$ cat src/rtl/duckhunt_pkg.sv
// Shared duck-hunt constants plus the small bit helpers used by the shot scheduler.
package duckhunt_pkg;

  localparam int unsigned MAX_SHOT_SLOTS          = 8;
  localparam int unsigned SHOT_IDX_W              = 3;
  localparam int unsigned DEFAULT_LIFETIME_FRAMES = 30;
  localparam int unsigned DEFAULT_COOLDOWN_FRAMES = 4;

  function automatic logic [SHOT_IDX_W-1:0] lowest_set(input logic [MAX_SHOT_SLOTS-1:0] v);
    logic [SHOT_IDX_W-1:0] idx;
    idx = '0;
    for (int i = MAX_SHOT_SLOTS - 1; i >= 0; i--) begin
      if (v[i]) idx = SHOT_IDX_W'(i);
    end
    return idx;
  endfunction

  function automatic logic [3:0] popcount(input logic [MAX_SHOT_SLOTS-1:0] v);
    logic [3:0] cnt;
    cnt = '0;
    for (int i = 0; i < MAX_SHOT_SLOTS; i++) begin
      cnt = cnt + {3'b000, v[i]};
    end
    return cnt;
  endfunction

endpackage

$ cat src/rtl/shot_slot_timer.sv
// One shot slot: active flag plus a frame-based age countdown; kill beats ageing.
module shot_slot_timer #(
  parameter int unsigned LIFETIME_FRAMES = 30,
  parameter int unsigned AGE_W           = $clog2(LIFETIME_FRAMES + 1)
) (
  input  logic             clk,
  input  logic             reset,
  input  logic             load,
  input  logic             kill,
  input  logic             frame_tick,
  output logic             active,
  output logic [AGE_W-1:0] age,
  output logic             active_nxt
);

  logic             active_d;
  logic [AGE_W-1:0] age_d;

  always_comb begin
    active_d = active;
    age_d    = age;
    if (active && kill) begin
      active_d = 1'b0;
      age_d    = '0;
    end else if (load) begin
      active_d = 1'b1;
      age_d    = AGE_W'(LIFETIME_FRAMES);
    end else if (active && frame_tick) begin
      if (age <= AGE_W'(1)) begin
        active_d = 1'b0;
        age_d    = '0;
      end else begin
        age_d = age - AGE_W'(1);
      end
    end
  end

  // Lets the parent register a population count that tracks the active flag exactly.
  assign active_nxt = ~reset & active_d;

  always_ff @(posedge clk) begin
    if (reset) begin
      active <= 1'b0;
      age    <= '0;
    end else begin
      active <= active_d;
      age    <= age_d;
    end
  end

endmodule

$ cat src/rtl/shot_slot_scheduler.sv
// Claims the lowest free shot slot on each fire and ages slots per frame.
// Optional fire lockout after each accepted shot is enabled by defining SHOT_COOLDOWN_EN.
module shot_slot_scheduler
  import duckhunt_pkg::*;
#(
  parameter int unsigned NUM_SLOTS       = MAX_SHOT_SLOTS,
  parameter int unsigned LIFETIME_FRAMES = DEFAULT_LIFETIME_FRAMES,
  parameter int unsigned COOLDOWN_FRAMES = DEFAULT_COOLDOWN_FRAMES
) (
  input  logic                  clk,
  input  logic                  reset,
  input  logic                  fire,
  input  logic                  frame_tick,
  input  logic [NUM_SLOTS-1:0]  hit_clear,
  output logic [NUM_SLOTS-1:0]  slot_active,
  output logic                  fire_ack,
  output logic [SHOT_IDX_W-1:0] fire_slot,
  output logic                  fire_drop,
  output logic                  full,
  output logic [3:0]            active_count
);

  localparam int unsigned AGE_W = $clog2(LIFETIME_FRAMES + 1);

  logic [NUM_SLOTS-1:0]      load;
  logic [NUM_SLOTS-1:0]      active_nxt;
  logic [MAX_SHOT_SLOTS-1:0] free_pad;
  logic [MAX_SHOT_SLOTS-1:0] nxt_pad;
  logic [SHOT_IDX_W-1:0]     alloc_idx;
  logic                      cd_busy;
  logic                      accept;
  // Per-slot ages live inside the timers; this level only needs the active flags.
  logic [AGE_W-1:0]          unused_slot_age [NUM_SLOTS];

  always_comb begin
    free_pad                = '0;
    free_pad[NUM_SLOTS-1:0] = ~slot_active;
    nxt_pad                 = '0;
    nxt_pad[NUM_SLOTS-1:0]  = active_nxt;
    alloc_idx               = lowest_set(free_pad);
    accept                  = fire & (|free_pad) & ~cd_busy;
    load                    = '0;
    for (int i = 0; i < NUM_SLOTS; i++) begin
      load[i] = accept && (alloc_idx == SHOT_IDX_W'(i));
    end
  end

  for (genvar i = 0; i < NUM_SLOTS; i++) begin : g_slot
    shot_slot_timer #(
      .LIFETIME_FRAMES(LIFETIME_FRAMES),
      .AGE_W          (AGE_W)
    ) u_timer (
      .clk       (clk),
      .reset     (reset),
      .load      (load[i]),
      .kill      (hit_clear[i]),
      .frame_tick(frame_tick),
      .active    (slot_active[i]),
      .age       (unused_slot_age[i]),
      .active_nxt(active_nxt[i])
    );
  end

`ifdef SHOT_COOLDOWN_EN
  localparam int unsigned CD_W = $clog2(COOLDOWN_FRAMES + 1);

  logic [CD_W-1:0] cd_q;

  assign cd_busy = (cd_q != '0);

  always_ff @(posedge clk) begin
    if (reset) begin
      cd_q <= '0;
    end else if (accept) begin
      cd_q <= CD_W'(COOLDOWN_FRAMES);
    end else if (frame_tick && cd_busy) begin
      cd_q <= cd_q - CD_W'(1);
    end
  end
`else
  logic unused_cooldown_cfg;

  assign unused_cooldown_cfg = (COOLDOWN_FRAMES == 0);
  assign cd_busy             = 1'b0;
`endif

  always_ff @(posedge clk) begin
    if (reset) begin
      fire_ack     <= 1'b0;
      fire_drop    <= 1'b0;
      fire_slot    <= '0;
      active_count <= '0;
    end else begin
      fire_ack     <= accept;
      fire_drop    <= fire & ~accept;
      active_count <= popcount(nxt_pad);
      if (accept) fire_slot <= alloc_idx;
    end
  end

  assign full = &slot_active;

endmodule
$ cat config.mk
export PLATFORM = sky130hd
export DESIGN_NAME = shot_slot_scheduler
export DESIGN_NICKNAME = d
export VERILOG_FILES = /design/src/rtl/duckhunt_pkg.sv /design/src/rtl/shot_slot_timer.sv /design/src/rtl/shot_slot_scheduler.sv
export SDC_FILE = /design/constraint.sdc
export NUM_CORES = 1
export LEC_CHECK = 0
export CAP_MARGIN = 20
export CORE_UTILIZATION = 55
export CTS_CLUSTER_DIAMETER = 50
export DETAILED_ROUTE_END_ITERATION = 7
export PLACE_DENSITY_LB_ADDON = 0.12
export SLEW_MARGIN = 25
export SYNTH_ARGS = -nofsm -noshare
export SYNTH_HDL_FRONTEND = slang
export SYNTH_SLANG_ARGS = --single-unit
export TNS_END_PERCENT = 30
$ cat constraint.sdc
create_clock -name clk -period 11.8 [get_ports clk]
set_input_delay 2.36 -clock clk [delete_from_list [all_inputs] [get_ports clk]]
set_output_delay 2.36 -clock clk [all_outputs]
set_load 0.01 [all_outputs]
# After elaboration in Yosys (flattened, before gate mapping)
# Cells that the tools add are included.
# word_totals
register_bits	57
output_inout_bits	18
# classes
add_sub_neg	15
order_cmp	8
n_eq_ne	7
n_mux	64
bitwise_logic	13
n_reduce_logical	51
# op_table
cell	count
5-bit two-way mux	24
5-bit by 1-bit less-or-equal comparator with 1-bit output (second input constant)	8
5-bit by 1-bit subtractor with 5-bit output (second input constant)	8
1-bit two-way mux	32
1-bit logical AND	24
3-bit two-way mux	8
3-bit OR reduction	8
4-bit by 1-bit adder with 4-bit output	4
2-bit nonzero test	8
2-bit OR reduction	8
3-bit equality test (second input constant)	4
1-bit bitwise AND	10
8-bit NOT	1
8-bit AND reduction	1
8-bit OR reduction	1
3-bit by 2-bit equality test with 1-bit output (second input constant)	2
3-bit by 1-bit adder with 4-bit output	1
2-bit by 1-bit adder with 3-bit output	1
3-bit by 1-bit equality test with 1-bit output (second input constant)	1
3-bit logical NOT	1
1-bit by 1-bit adder with 2-bit output	1
1-bit NOT	2

# Logic depth before layout (Yosys ltp)
# depth
ltp_word	21
mapped_depth	15

# Modules after synthesis
# From an unflattened synthesis, not the netlist that was laid out.
# hier_totals
cells_unflattened	369
area_unflattened_um2	3338.2
# by_module_without_submodules
mod	instances	cells_each	area_each_um2	seq_area_each_um2
shot_slot_timer	8	37	337.8	120.1
shot_slot_scheduler	1	73	635.6	180.2

# Least setup slack after synthesis
# No wires, ideal clock.
# synth_timing
path_kind	input port to flip-flop
from	input port fire
to	register active_count[2]
setup_ns	0.128
arrival_time_ns	5.455
required_time_ns	11.672
setup_slack_ns	6.218
path_stages	13
n_path_buf	1
path_cell_list	clkbuf_2 > inv_1 > nor3_1 > o21bai_1 > fa_1 > fa_1 > inv_1 > fa_1 > ha_1 > inv_1 > fa_1 > xor2_1 > nor2_1
# synth_via
elab_chain_len	12
# synth_rtl
item	line_no	rtl
from (decl)	shot_slot_scheduler.sv:12	input logic fire,
1-bit bitwise AND *	shot_slot_scheduler.sv:41	accept = fire & (|free_pad) & ~cd_busy;
1-bit logical AND	shot_slot_scheduler.sv:44	load[i] = accept && (alloc_idx == SHOT_IDX_W'(i));
1-bit two-way mux	shot_slot_timer.sv:25	end else if (load) begin
1-bit two-way mux	shot_slot_timer.sv:22	if (active && kill) begin
1-bit bitwise AND	shot_slot_timer.sv:39	assign active_nxt = ~reset & active_d;
1-bit by 1-bit adder with 2-bit output	duckhunt_pkg.sv:22	cnt = cnt + {3'b000, v[i]};
2-bit by 1-bit adder with 3-bit output	duckhunt_pkg.sv:22	
3-bit by 1-bit adder with 4-bit output	duckhunt_pkg.sv:22	
4-bit by 1-bit adder with 4-bit output (3 in a row)	duckhunt_pkg.sv:22	
4-bit by 1-bit adder with 4-bit output *	duckhunt_pkg.sv:22	
to (signal assigned)	shot_slot_scheduler.sv:96	active_count <= popcount(nxt_pad);
to (decl)	shot_slot_scheduler.sv:20	output logic [3:0] active_count
# Mark *: on every way between the ends. The rest lies on a longest branch, timed or not.
# A chain may end at the register's enable or synchronous reset.

# Worst setup path in the final report
# layout_timing
from	input port reset
to	register active_count[2]
# layout_via
elab_chain_len	9
# layout_rtl
item	line_no	rtl
from (decl)	shot_slot_scheduler.sv:11	input logic reset,
1-bit NOT	shot_slot_timer.sv:39	
1-bit bitwise AND	shot_slot_timer.sv:39	
1-bit by 1-bit adder with 2-bit output	duckhunt_pkg.sv:22	
2-bit by 1-bit adder with 3-bit output	duckhunt_pkg.sv:22	
3-bit by 1-bit adder with 4-bit output	duckhunt_pkg.sv:22	
4-bit by 1-bit adder with 4-bit output (4 in a row)	duckhunt_pkg.sv:22	
# Several ways; a longest one is shown, not always the timed one.

==> flow_summary.toml <==
[outcome]
outcome = "finished clean"

[clocking]
postCtsSetupRepairBufs = 0
cts_root_buffer = "clkbuf_8"
cts_buffer_depth = 2
cts_buffers = 9
cts_tree = "built"
htree_levels = 3
cts_sinks = 57
ctsResizeCount = 0
cts.reportedPaths.clkPinSlew_ns = 0.07
cts_hold_buf = 0
insertion_delay_ns = 0.34

[floorplan]
die_w_um = 78.4
io_pins = 30
num_rows = 27
coreArea_um2 = 5570
dieArea_um2 = 6150
initial_utilization = 0.576
die_y_um = 78.4

[layout]
fin_cells = 474
antennaDiodeCount = 0
final_util = 0.656
nets = 433
seqCellArea_um2 = 1140
multi_input_area_um2 = 1830
fill_cells = 480
area_growth_pct = 13.8
postLayoutCellArea_um2 = 3650
final_layout_size_suffix_gt1_frac = 0.0672

[grt]
grt_max_degree = 28
grt_pass1_vias = 2487
grt_overflow_total = 0
grt_use_total = 0.236
antenna_found_initial = 0
grt_pass1_wl_mm = 11.2

[power_and_ir_drop]
p_leak_nw = 1.32
internal-power_mw = 0.320
power.share.clock = 0.433
seqPwrFrac = 0.486
power.share.switching = 0.232
power_density_nw_per_um2 = 114
ir_drop_mv = 0.0866
p_switching_mw = 0.0967
p_comb_frac = 0.081

[route]
antenna_left = 0
drt-vias-per-instance = 5.72
drc_errors = 0
drtPass1Iterations = 4
drt_iter0_markers = 149
vias = 2711
wl_per_cell_um = 14.0
routed_wl_mm = 6.62

[sta]
fin_crit_sh = 0.524
fin_skew_ns = 0.00957
slew_headroom = 0.539
rsz0062_at_grt = "no"
setup_violations = 0
tightestPinTransition_ns = 0.689
layout_setup_ws_ns = 5.62
period_needed_ns = 6.18
fin_tns_setup_ns = 0
hold_violations = 0
fmax_mhz = 162
drv_slew = 0

[worst_setup_path]
path_max_fanout = 17
crit_chain = "clkdlybuf4s50_1 -> a21o_1 -> a311oi_1 -> inv_1 -> fa_1 -> fa_1 -> inv_1 -> fa_1 -> ha_1 -> inv_1 -> fa_1 -> xor2_1 -> nor2_1"
rr_worst_depth = 14
cp_top_family = "adder cells"
critical_path_arrival_ns = 6.38
worst_setup_path_start_kind = "primary input"
timing.rr.end = "active_count[2]$_SDFF_PP0_"
r2r_slack_ns = 7.65
critPathBufInv = 4
cp-end-kind = "register"
slowest_delay_ns = 0.76
crit_required_ns = 12.00
r2r_start = "g_slot[1].u_timer.age[0]$_SDFFE_PP0P_"
path_class = "primary input to register"
crit_slowest_cell = "clkdlybuf4s50_1"
critPathMostFrequentCell = "fa_1"

[logic_synthesis]
synthesis.area_um2 = 3210
synth_nets = 416
syn_avg_cell_area_um2 = 8.43
yosysSeqAreaShare = 0.355
yosys_warnings = 0
synth.distinct_cells = 40
async_reset_ff_frac = 0
synth-main-ff-cell = "dfxtp_1"
synth-seq-cells = 57
netlist_instances = 381
synth_edf_count = 0

[hold_path]
hold_depth = 2
hp-class = "register to register"
hold_path_end = "fire_slot[1]$_SDFFE_PP0P_"
hp-start = "fire_slot[1]$_SDFFE_PP0P_"

[flow_run]
max_cap_viol_count = 0

[placement]
placed_cell_area_um2 = 3460
dpl_worst_slack_ns = 5.28
io_buffers = 29
gp_congestion = 0.840
dp.cells = 459
hpwl_mm = 4.71
state kept, by name (all words and copies together), names as in the netlist:
name                   cells
g_slot.u_timer.age        40
g_slot.u_timer.active      8
active_count               4
fire_slot                  3
fire_ack                   1
fire_drop                  1
layout make-up:
type / instances / area share
multi-input combinational: 272 / 0.499
sequential: 57 / 0.312
timing repair buffer: 30 / 0.0815
clock buffer: 12 / 0.0425
inverter: 28 / 0.0288
tap: 72 / 0.0246
clock inverter: 3 / 0.0110
per-layer routing:
layer	part of all wire	up-vias	global-route usage
li1	-	1374	-
met1	0.46	1252	0.293
met2	0.48	73	0.386
met3	0.047	12	0.0628
met4	0.017	0	0.102
met5	0	-	0
cell families after synthesis:
kind of cell    synth area share
compound gates             0.193
fa+ha+maj                 0.0990
buf+inv                   0.0760
simple gates               0.227
mux                       0.0468
flops                      0.355
xor+xnor                 0.00273
per-stage QoR:
step                power [mW]  hold slack [ns]
detailed placement       0.240            0.464
finish                   0.416            0.476
global route             0.434            0.510
global placement         0.239            0.458
CTS                      0.421            0.478
floorplan                0.228            0.472
worst register-to-register path: stages, from the launching register on:
cell	delay [ns]
dfxtp_1	0.42
ha_1	0.17
o21ba_2	0.16
nor4_1	0.43
a21boi_0	0.22
o21bai_1	0.21
fa_1	0.48
fa_1	0.54
inv_1	0.05
fa_1	0.53
ha_1	0.17
inv_1	0.06
fa_1	0.38
xor2_1	0.15
nor2_1	0.05
synthesized netlist by cell type (5+ instances only):
library cell   n  area [um2]
dfxtp_1       57        1140
a21oi_1       40         200
nand2_1       34         128
inv_1         28         105
or3_1         21         131
ha_1          19         238
nor2b_1       16         100
mux2i_1       15         150
nor2_1        15        56.3
nor4_1        15        93.8
a31oi_1       12        75.1
a21o_1        11        82.6
nor3_1        11        55.1
buf_4         10        75.1
o21ba_2        9        90.1
nand3_1        8        40.0
buf_2          7        35.0
clkbuf_1       5        18.8
o21ai_0        5        25.0
power by group through the flow:
| stage | logic [mW] | clock network (mW) | registers [mW] |
|---|---|---|---|
| 6_report | 0.0337 | 0.180 | 0.202 |
| 5_1_grt | 0.0374 | 0.194 | 0.203 |
| 4_1_cts | 0.0337 | 0.186 | 0.202 |
| 3_5_place_dp | 0.0334 | 0 | 0.206 |
| 3_3_place_gp | 0.0330 | 0 | 0.206 |
| 2_1_floorplan | 0.0235 | 0 | 0.205 |
layout by cell type (no fill, tap or decap), drive strengths merged, types with 12 or more instances in the layout:
cell            n
a31oi          12
nor2           15
dfxtp          57
nor4           15
clkdlybuf4s50  29
mux2i          15
a21oi          40
inv            28
or3            21
nor2b          16
nand2          34
ha             19
clkbuf         12
worst max path at each step:
stage                                       endpoint  cells after the start  startpoint
after global routing      active_count[2]$_SDFF_PP0_                     13       reset
after detailed placement  active_count[2]$_SDFF_PP0_                     13       reset
final                     active_count[2]$_SDFF_PP0_                     13       reset
after CTS                 active_count[2]$_SDFF_PP0_                     13       reset
after global placement    active_count[2]$_SDFF_PP0_                     13       reset
after floorplan           active_count[2]$_SDFF_PP0_                     13        fire
(Power assumes the default switching activity.)
